**src/rtl/serializer_piso_msb.sv**
```systemverilog
// MSB-first parallel-in/serial-out feeding the 11011 detector; gapless reload.
// Optional even-parity bit after the LSB when SER_PARITY_EN is defined.
module serializer_piso_msb #(
  parameter int WIDTH = 8
) (
  input  logic             clk,
  input  logic             rst,
  input  logic [WIDTH-1:0] data_in,
  input  logic             load_valid,
  output logic             load_ready,
  output logic             sout,
  output logic             sout_valid,
  output logic             busy,
  output logic             word_done
);

`ifdef SER_PARITY_EN
  localparam int F = WIDTH + 1;
`else
  localparam int F = WIDTH;
`endif
  localparam int CW = $clog2(WIDTH + 2);

  typedef enum logic {
    IDLE  = 1'b0,
    SHIFT = 1'b1
  } state_t;

  state_t state;
  state_t state_nx;

  logic [F-1:0]  shreg;
  logic [CW-1:0] cnt;
  logic          last;
  logic          accept;
  logic [F-1:0]  load_word;

  assign last   = (state == SHIFT) && (cnt == '0);
  assign accept = load_valid && load_ready;

`ifdef SER_PARITY_EN
  assign load_word = {data_in, ^data_in};
`else
  assign load_word = data_in;
`endif

  // state register
  always_ff @(posedge clk or negedge rst) begin
    if (!rst) state <= IDLE;
    else      state <= state_nx;
  end

  // next state: reload on the last bit keeps us in SHIFT
  always_comb begin
    state_nx = state;
    unique case (state)
      IDLE:  if (accept) state_nx = SHIFT;
      SHIFT: if (cnt == '0 && !accept) state_nx = IDLE;
      default: state_nx = IDLE;
    endcase
  end

  // outputs: sout forced low outside frames
  always_comb begin
    load_ready = 1'b0;
    sout       = 1'b0;
    sout_valid = 1'b0;
    busy       = 1'b0;
    word_done  = 1'b0;
    unique case (state)
      IDLE: begin
        load_ready = 1'b1;
      end
      SHIFT: begin
        sout       = shreg[F-1];
        sout_valid = 1'b1;
        busy       = 1'b1;
        word_done  = last;
        load_ready = last;
      end
      default: begin
        load_ready = 1'b0;
      end
    endcase
  end

  // shift register and bit counter; cnt never wraps
  always_ff @(posedge clk or negedge rst) begin
    if (!rst) begin
      shreg <= '0;
      cnt   <= '0;
    end else if (accept) begin
      shreg <= load_word;
      cnt   <= CW'(F - 1);
    end else if (state == SHIFT && cnt != '0) begin
      shreg <= shreg << 1;
      cnt   <= cnt - 1'b1;
    end
  end

endmodule

```
**config.mk**
```make
export PLATFORM = sky130hd
export DESIGN_NAME = serializer_piso_msb
export DESIGN_NICKNAME = d
export VERILOG_FILES = /design/src/rtl/serializer_piso_msb.sv
export SDC_FILE = /design/constraint.sdc
export NUM_CORES = 1
export LEC_CHECK = 0
export CAP_MARGIN = 20
export CELL_PAD_IN_SITES_DETAIL_PLACEMENT = 0
export CELL_PAD_IN_SITES_GLOBAL_PLACEMENT = 2
export CORE_UTILIZATION = 29
export CTS_BUF_LIST = sky130_fd_sc_hd__clkbuf_8 sky130_fd_sc_hd__clkbuf_16
export CTS_CLUSTER_SIZE = 25
export DETAILED_ROUTE_END_ITERATION = 16
export PLACE_DENSITY = 0.72
export SLEW_MARGIN = 20
export SYNTH_ARGS = -nofsm -noshare
export SYNTH_HDL_FRONTEND = slang
export SYNTH_SLANG_ARGS = --single-unit
```
**constraint.sdc**
```tcl
create_clock -name clk -period 1.4 [get_ports clk]
set_input_delay 0.28 -clock clk [delete_from_list [all_inputs] [get_ports clk]]
set_output_delay 0.28 -clock clk [all_outputs]
set_load 0.01 [all_outputs]
```
==> metrics, run 1 <==
status=finished with violations; failing checks=negative setup slack; Starting Density=between 30% and 40%; Non-Filler Instances=about 110; Seq/Total Area, Yosys=between 40% and 50%; post-synth top area share=45.38%; Setup Skew=between 0.6 and 0.7 ps; initial antenna violation count=0; Placement Rows=17; Critical Path RT=1120 ps; CTS tree=done; Avg Inst Size Synth=about 14 sq um; Syn. warnings=0; first-pass GRT wire length=around 2400 microns; CP startpoint kind=register; hold_ws=341.6 ps; Vias=503; top cells by area, synth=dfrtp_1, mux2_4, mux2_2, buf_6, mux2i_1; P_leak=between 0.5 and 0.6 nW; crit-path cells=inv_2, ha_4, nand2b_4, o21ai_4, buf_6; # DRC=0; Hold Path Class=in2async; critical path class=reg2out; leading area contributor after synthesis=dfrtp_1; Fmax=651.1 MHz; final wirelength=between 1000 and 1500 microns; Final Hold Viols=0; RSZ-0062 raised after global routing=true; Least-Margin Pin Slew=roughly 190 ps; Die H=~52 microns; Num CTS Buffers=3; Antenna Nets Post-Route=0; library cells used by synthesis=18; Placed Cells=roughly 100; Max Cap Viol=0; layout cells sized above 1=between 50% and 60%; pin count of the biggest net entering global routing=14; Synth Register Bits=13; period utilization=109.7%; final slew viol count=0; post-layout worst setup margin=-136.0 ps; synthesized instance count=53; Arr. time, crit path=approximately 1300 ps; Root Buffer=clkbuf_8; Pre-Repair DR Iteration Count=2; final critical path time including I/O delays and setup=1536 ps; CP Buf/Inv Count=2; Pwr per Cell Area=1947 mW/mm^2; Post-DP HPWL=a little under 900 microns; Vias/cell=~4.4; grt ovf=0; hold_buf cts=0; GRT Total Usage=approximately 13%; clock sinks=13; Final setup viols=9; delay of the slowest critical-path stage=~380 ps; Longest Clk Path Bufs=2; Top-Level Pins=16; Mapped Nets=65; Slew Limit Headroom=between 80 and 90%; Clock Latency Late Sink=approximately 240 ps; diode count=0; fin util=between 40% and 50%; Die X=roughly 52 microns; synthesized cell area=approximately 720 sq um; Critical Path Slowest Stage Cell=dfrtp_1; Die ar.=0.002675 sq mm; H-tree Lvls=1; core area=between 0.002 and 0.0025 sq mm; synth-to-layout area growth=51.13%; vias in the first global route=500; initial DRC count=9; critical path's top delay family=flip-flops; VDD IR max=0.8859 mV; count of input and output buffers=15; Worst-path clk slew=around 50 ps; CP Capture Type=primary output; Critical Path Fanout Max=3; Final nets=99; Sum Neg Setup Slack=-647.7 ps; GP Congestion=0.6914; wire per inst=approximately 13 microns
[area by class of cell]
| class | count | area [sq um] |
|---|---|---|
| Multi-Input combinational cell | 35 | 384.1 |
| Fill cell | 213 | 1192 |
| Clock buffer | 3 | 41.29 |
| Inverter | 2 | 7.507 |
| Tap cell | 28 | 35.03 |
| Timing Repair Buffer | 32 | 286.5 |
| Sequential cell | 13 | 325.3 |
| Clock inverter | 1 | 3.754 |
[timing repair]
action                     in CTS  in global routing
setup buffers                   3                  4
resized for setup              21                  6
pin swaps                       0                  3
cloned                          1                  0
setup endpoints to repair      12                 14
[cell usage in the layout (no fill, tap or decap)]
cell type | synthesis | final
dfrtp_1 | 13 | 13
buf_4 | 1 | 13
mux2_4 | 8 | 10
clkdlybuf4s50_1 | 0 | 10
mux2_2 | 8 | 6
nor2_1 | 5 | 5
buf_6 | 2 | 4
clkbuf_8 | 0 | 3
inv_2 | 0 | 2
and2_1 | 2 | 2
nand2b_1 | 2 | 2
mux2i_1 | 2 | 2
buf_2 | 0 | 2
nand2b_4 | 1 | 1
o21ai_4 | 1 | 1
nor3b_2 | 0 | 1
o211ai_1 | 1 | 1
o31a_1 | 1 | 1
nor3_2 | 0 | 1
a22o_1 | 1 | 1
ha_4 | 0 | 1
inv_1 | 2 | 1
clkbuf_2 | 0 | 1
dlygate4sd2_1 | 0 | 1
buf_12 | 0 | 1
[state kept, by name, indices dropped and copies added (netlist names)]
signal / count
cnt: 4
state: 1
shreg: 8
[per-layer routing]
metal | share of wire [%] | track usage (%) | up-vias
li1 | - | - | 253
met1 | 45 | 16.00 | 236
met2 | 49 | 18.61 | 10
met3 | 3.1 | 2.632 | 4
met4 | 3.1 | 10.81 | 0
met5 | 0 | 0 | -
[power by group]
| group | internal, mW | switching (mW) | leakage (nW) |
|---|---|---|---|
| Clock | 0.193 | 0.127 | 0.0269 |
| Sequential | 0.518 | 0.0834 | 0.163 |
| Combinational | 0.744 | 0.443 | 0.317 |
[stage by stage]
stage          instance area (sq um)  total power, mW  setup slack (ps)
3_5_place_dp                   979.7            1.610            -256.2
2_1_floorplan                  729.5            1.268             5.909
5_1_grt                         1084            2.266            -184.0
6_report                        1084            2.109            -136.0
3_3_place_gp                   979.7            1.604            -254.4
4_1_cts                         1077            2.120            -207.3
[kinds of logic after synthesis]
family	after synthesis	share of synthesized area [%]
AND/OR/NAND/NOR	12	9.772
multiplexers	18	32.11
buffers and inverters	5	5.236
adder cells (fa/ha/maj)	1	1.745
AO/OA/AOI/OAI	4	5.761
flip-flops	13	45.37
[synth_stat cells]
cell type   n
dfrtp_1    13
mux2_2      8
mux2_4      8
nor2_1      5
and2_1      2
buf_6       2
inv_1       2
mux2i_1     2
nand2b_1    2
a22o_1      1
buf_4       1
ha_1        1
nand2b_4    1
nor3_1      1
nor3b_1     1
o211ai_1    1
o21ai_4     1
o31a_1      1
[path summary, 6_finish.rpt]
path / from / slack [ps] / cells past startpoint / end
max in group asynchronous: rst / 900 / 2 / shreg[6]
min: rst / 340 / 2 / state
min in group clk: shreg[3] / 500 / 1 / shreg[4]
min reg2reg: shreg[3] / 500 / 1 / shreg[4]
max reg2reg: cnt[0] / -70 / 6 / shreg[1]
max: cnt[0] / -140 / 5 / load_ready
(Power assumes the default switching activity.)
==> run 2: changes to the inputs <==
--- a/config.mk
+++ b/config.mk
@@ -13,7 +13,7 @@
 export CTS_CLUSTER_SIZE = 25
 export DETAILED_ROUTE_END_ITERATION = 16
 export PLACE_DENSITY = 0.72
-export SLEW_MARGIN = 20
+export SLEW_MARGIN = 30
 export SYNTH_ARGS = -nofsm -noshare
 export SYNTH_HDL_FRONTEND = slang
 export SYNTH_SLANG_ARGS = --single-unit
==> results of run 2 <==
Final layout, timing and power as in run 1 (identical DEF).
==> run 3: changes to the inputs <==
--- a/config.mk
+++ b/config.mk
@@ -7,12 +7,12 @@
 export LEC_CHECK = 0
 export CAP_MARGIN = 20
 export CELL_PAD_IN_SITES_DETAIL_PLACEMENT = 0
-export CELL_PAD_IN_SITES_GLOBAL_PLACEMENT = 2
-export CORE_UTILIZATION = 29
+export CELL_PAD_IN_SITES_GLOBAL_PLACEMENT = 1
+export CORE_UTILIZATION = 33
 export CTS_BUF_LIST = sky130_fd_sc_hd__clkbuf_8 sky130_fd_sc_hd__clkbuf_16
 export CTS_CLUSTER_SIZE = 25
 export DETAILED_ROUTE_END_ITERATION = 16
-export PLACE_DENSITY = 0.72
+export PLACE_DENSITY = 0.67
 export SLEW_MARGIN = 30
 export SYNTH_ARGS = -nofsm -noshare
 export SYNTH_HDL_FRONTEND = slang
==> constraint.sdc (replaced) <==
create_clock -name clk -period 1.55 [get_ports clk]
set_input_delay 0.31 -clock clk [delete_from_list [all_inputs] [get_ports clk]]
set_output_delay 0.31 -clock clk [all_outputs]
set_load 0.01 [all_outputs]
==> metrics, run 3 (same netlist as run 1, synthesis figures left out) <==
vias in the first global route=519 (was 500); H-tree Lvls=1 (unchanged); final wirelength=1254 microns (was 1426 microns); Pwr per Cell Area=1709 mW/mm^2 (was 1947 mW/mm^2); clock sinks=13 (unchanged); CTS tree=done (unchanged); wire per inst=11.50 microns (was 12.51 microns); Root Buffer=clkbuf_8 (unchanged); Placement Rows=16 (was 17); R2R cell count=6 (unchanged); most common cell after layout, fill and taps aside=dfrtp_1; most flop-heavy register=shreg (unchanged); Final Hold Viols=0 (unchanged); RSZ-0062 raised after global routing=true (unchanged); Starting Density=35.81% (was 31.50%); Die H=48.61 microns (was 51.72 microns); delay of the slowest critical-path stage=380 ps (about the same); Crit Reg-Reg Startpoint=cnt[0] (unchanged); Post-DP HPWL=919.3 microns (was 875.6 microns); critical path class=reg2out (unchanged); CP Capture Type=primary output (unchanged); Num CTS Buffers=3 (unchanged); Hold Path Class=in2async (unchanged); CP Buf/Inv Count=2 (unchanged); Fmax=between 600 and 700 MHz; synth-to-layout area growth=45.03% (was 51.13%); Pre-Repair DR Iteration Count=2 (unchanged); diode count=0 (unchanged); Clock Latency Late Sink=240 ps (about the same); Vias=489 (was 503); reg2reg setup slack=50 ps (was -70 ps); worst setup path end=load_ready (unchanged); first-pass GRT wire length=2277 microns (was 2366 microns); WP depth=5 (unchanged); core area=0.002002 sq mm (was 0.002276 sq mm); Worst-path clk slew=50 ps (about the same); Total Power=1.777 mW (was 2.109 mW); status=finished, final reports clean (was finished with violations); pin count of the biggest net entering global routing=14 (unchanged); Non-Filler Instances=109 (was 114); Setup Skew=1.523 ps (was 0.6209 ps); Die X=48.61 microns (was 51.72 microns); most frequent cells in the layout=dfrtp_1, buf_4, clkdlybuf4s50_1, mux2_4, mux2_2 (was dfrtp_1, buf_4, mux2_4, clkdlybuf4s50_1, mux2_2); crit-path cells=inv_2, ha_4, nand2b_4, o21ai_4, buf_6 (unchanged); final critical path time including I/O delays and setup=around 1500 ps; Critical Path Fanout Max=3 (unchanged); hold_buf cts=0 (unchanged); Critical Path Slowest Stage Cell=dfrtp_1 (unchanged); Final setup viols=0 (was 9); layout cells sized above 1=48.78% (was 54.65%); Max Cap Viol=0 (unchanged); period utilization=97.93%; # DRC=0 (unchanged); Critical Path RT=1240 ps (was 1120 ps); count of input and output buffers=15 (unchanged); initial antenna violation count=0 (unchanged); grt ovf=0 (unchanged); FF/Latch Area=325.3 sq um (unchanged); Top-Level Pins=16 (unchanged); final slew viol count=0 (unchanged); Least-Margin Pin Slew=186.8 ps (was 193.3 ps); GP Congestion=0.7121 (was 0.6914); initial DRC count=1 (was 9); reg-to-reg endpoint=shreg[7] (was shreg[1]); Vias/cell=4.486 (was 4.412); Die ar.=0.002363 sq mm (was 0.002675 sq mm); Antenna Nets Post-Route=0 (unchanged); Placed Cells=103 (was 104); Fill cells=192 (was 213); P_leak=0.4828 nW (was 0.5069 nW); Arr. time, crit path=1210 ps (was 1260 ps); GRT Total Usage=13.00% (was 12.79%); VDD IR max=0.8045 mV (was 0.8859 mV); CP startpoint kind=register (unchanged); Worst Setup SP=cnt[0] (unchanged); critical path's top delay family=flip-flops (unchanged); max reg flops=8 (unchanged); top flop regs=shreg x8, cnt x4, state x1 (unchanged); Final nets=95 (was 99); Longest Clk Path Bufs=2 (unchanged); Slew Limit Headroom=87.45% (was 87.07%); multi-input logic area=371.6 sq um (was 384.1 sq um)
[run 3: cell count changes in the layout (fill, tap and decap cells not counted), sizes merged]
cell	change
buf	-5
clkbuf	-1
dlygate4sd2	+2
[run 3: area by class of cell]
| type | count | area share, % |
|---|---|---|
| multi-input combinational | 35 | 35.74 |
| sequential | 13 | 31.29 |
| timing repair buffer | 28 | 24.67 |
| clock buffer | 3 | 3.971 |
| tap | 27 | 3.249 |
| inverter | 2 | 0.7220 |
| clock inverter | 1 | 0.3610 |
[run 3: worst min-delay path by stage]
stage / startpoint / endpoint / slack (ps)
after floorplan: rst / cnt[0] / 10
after global placement: shreg[4] / shreg[5] / 490
after detailed placement: shreg[4] / shreg[5] / 500
after CTS: rst / shreg[3] / 370
after global routing: rst / shreg[4] / 390
final: rst / cnt[0] / 370
[run 3: per-layer routing]
metal	vias to the layer above	global-route usage [%]	wire length, microns
met5	-	0	0
met4	0	8.824	31
met3	4	1.887	45
met2	12	19.68	572
met1	233	17.06	605
li1	240	-	-
[run 3: metrics by stage]
| stage | hold slack [ps] | setup TNS [ps] | worst slack, ps | util [%] | cell area (sq um) |
|---|---|---|---|---|---|
| 2_1_floorplan | 14.41 | 0 | 90.10 | - | 716.9 |
| 3_3_place_gp | 492.0 | -998.4 | -182.5 | 48.25 | 965.9 |
| 3_5_place_dp | 495.8 | -1089 | -190.3 | 48.25 | 965.9 |
| 4_1_cts | 370.1 | -69.86 | -36.11 | 50.50 | 1011 |
| 5_1_grt | 388.4 | -68.90 | -38.78 | 51.94 | 1040 |
| 6_report | 368.0 | 0 | 32.10 | 51.94 | 1040 |
[run 3: timing repair]
action | in CTS | in global routing
setup endpoints to repair | 11 | 5
gates resized for setup | 13 | 5
setup buffers | 1 | 1
[run 3: power breakdown]
part | switching, mW | internal [mW] | leakage, nW | total [mW]
clock | 0.116 | 0.175 | 0.0269 | 0.291
combinational | 0.351 | 0.589 | 0.293 | 0.940
sequential | 0.0779 | 0.468 | 0.163 | 0.546
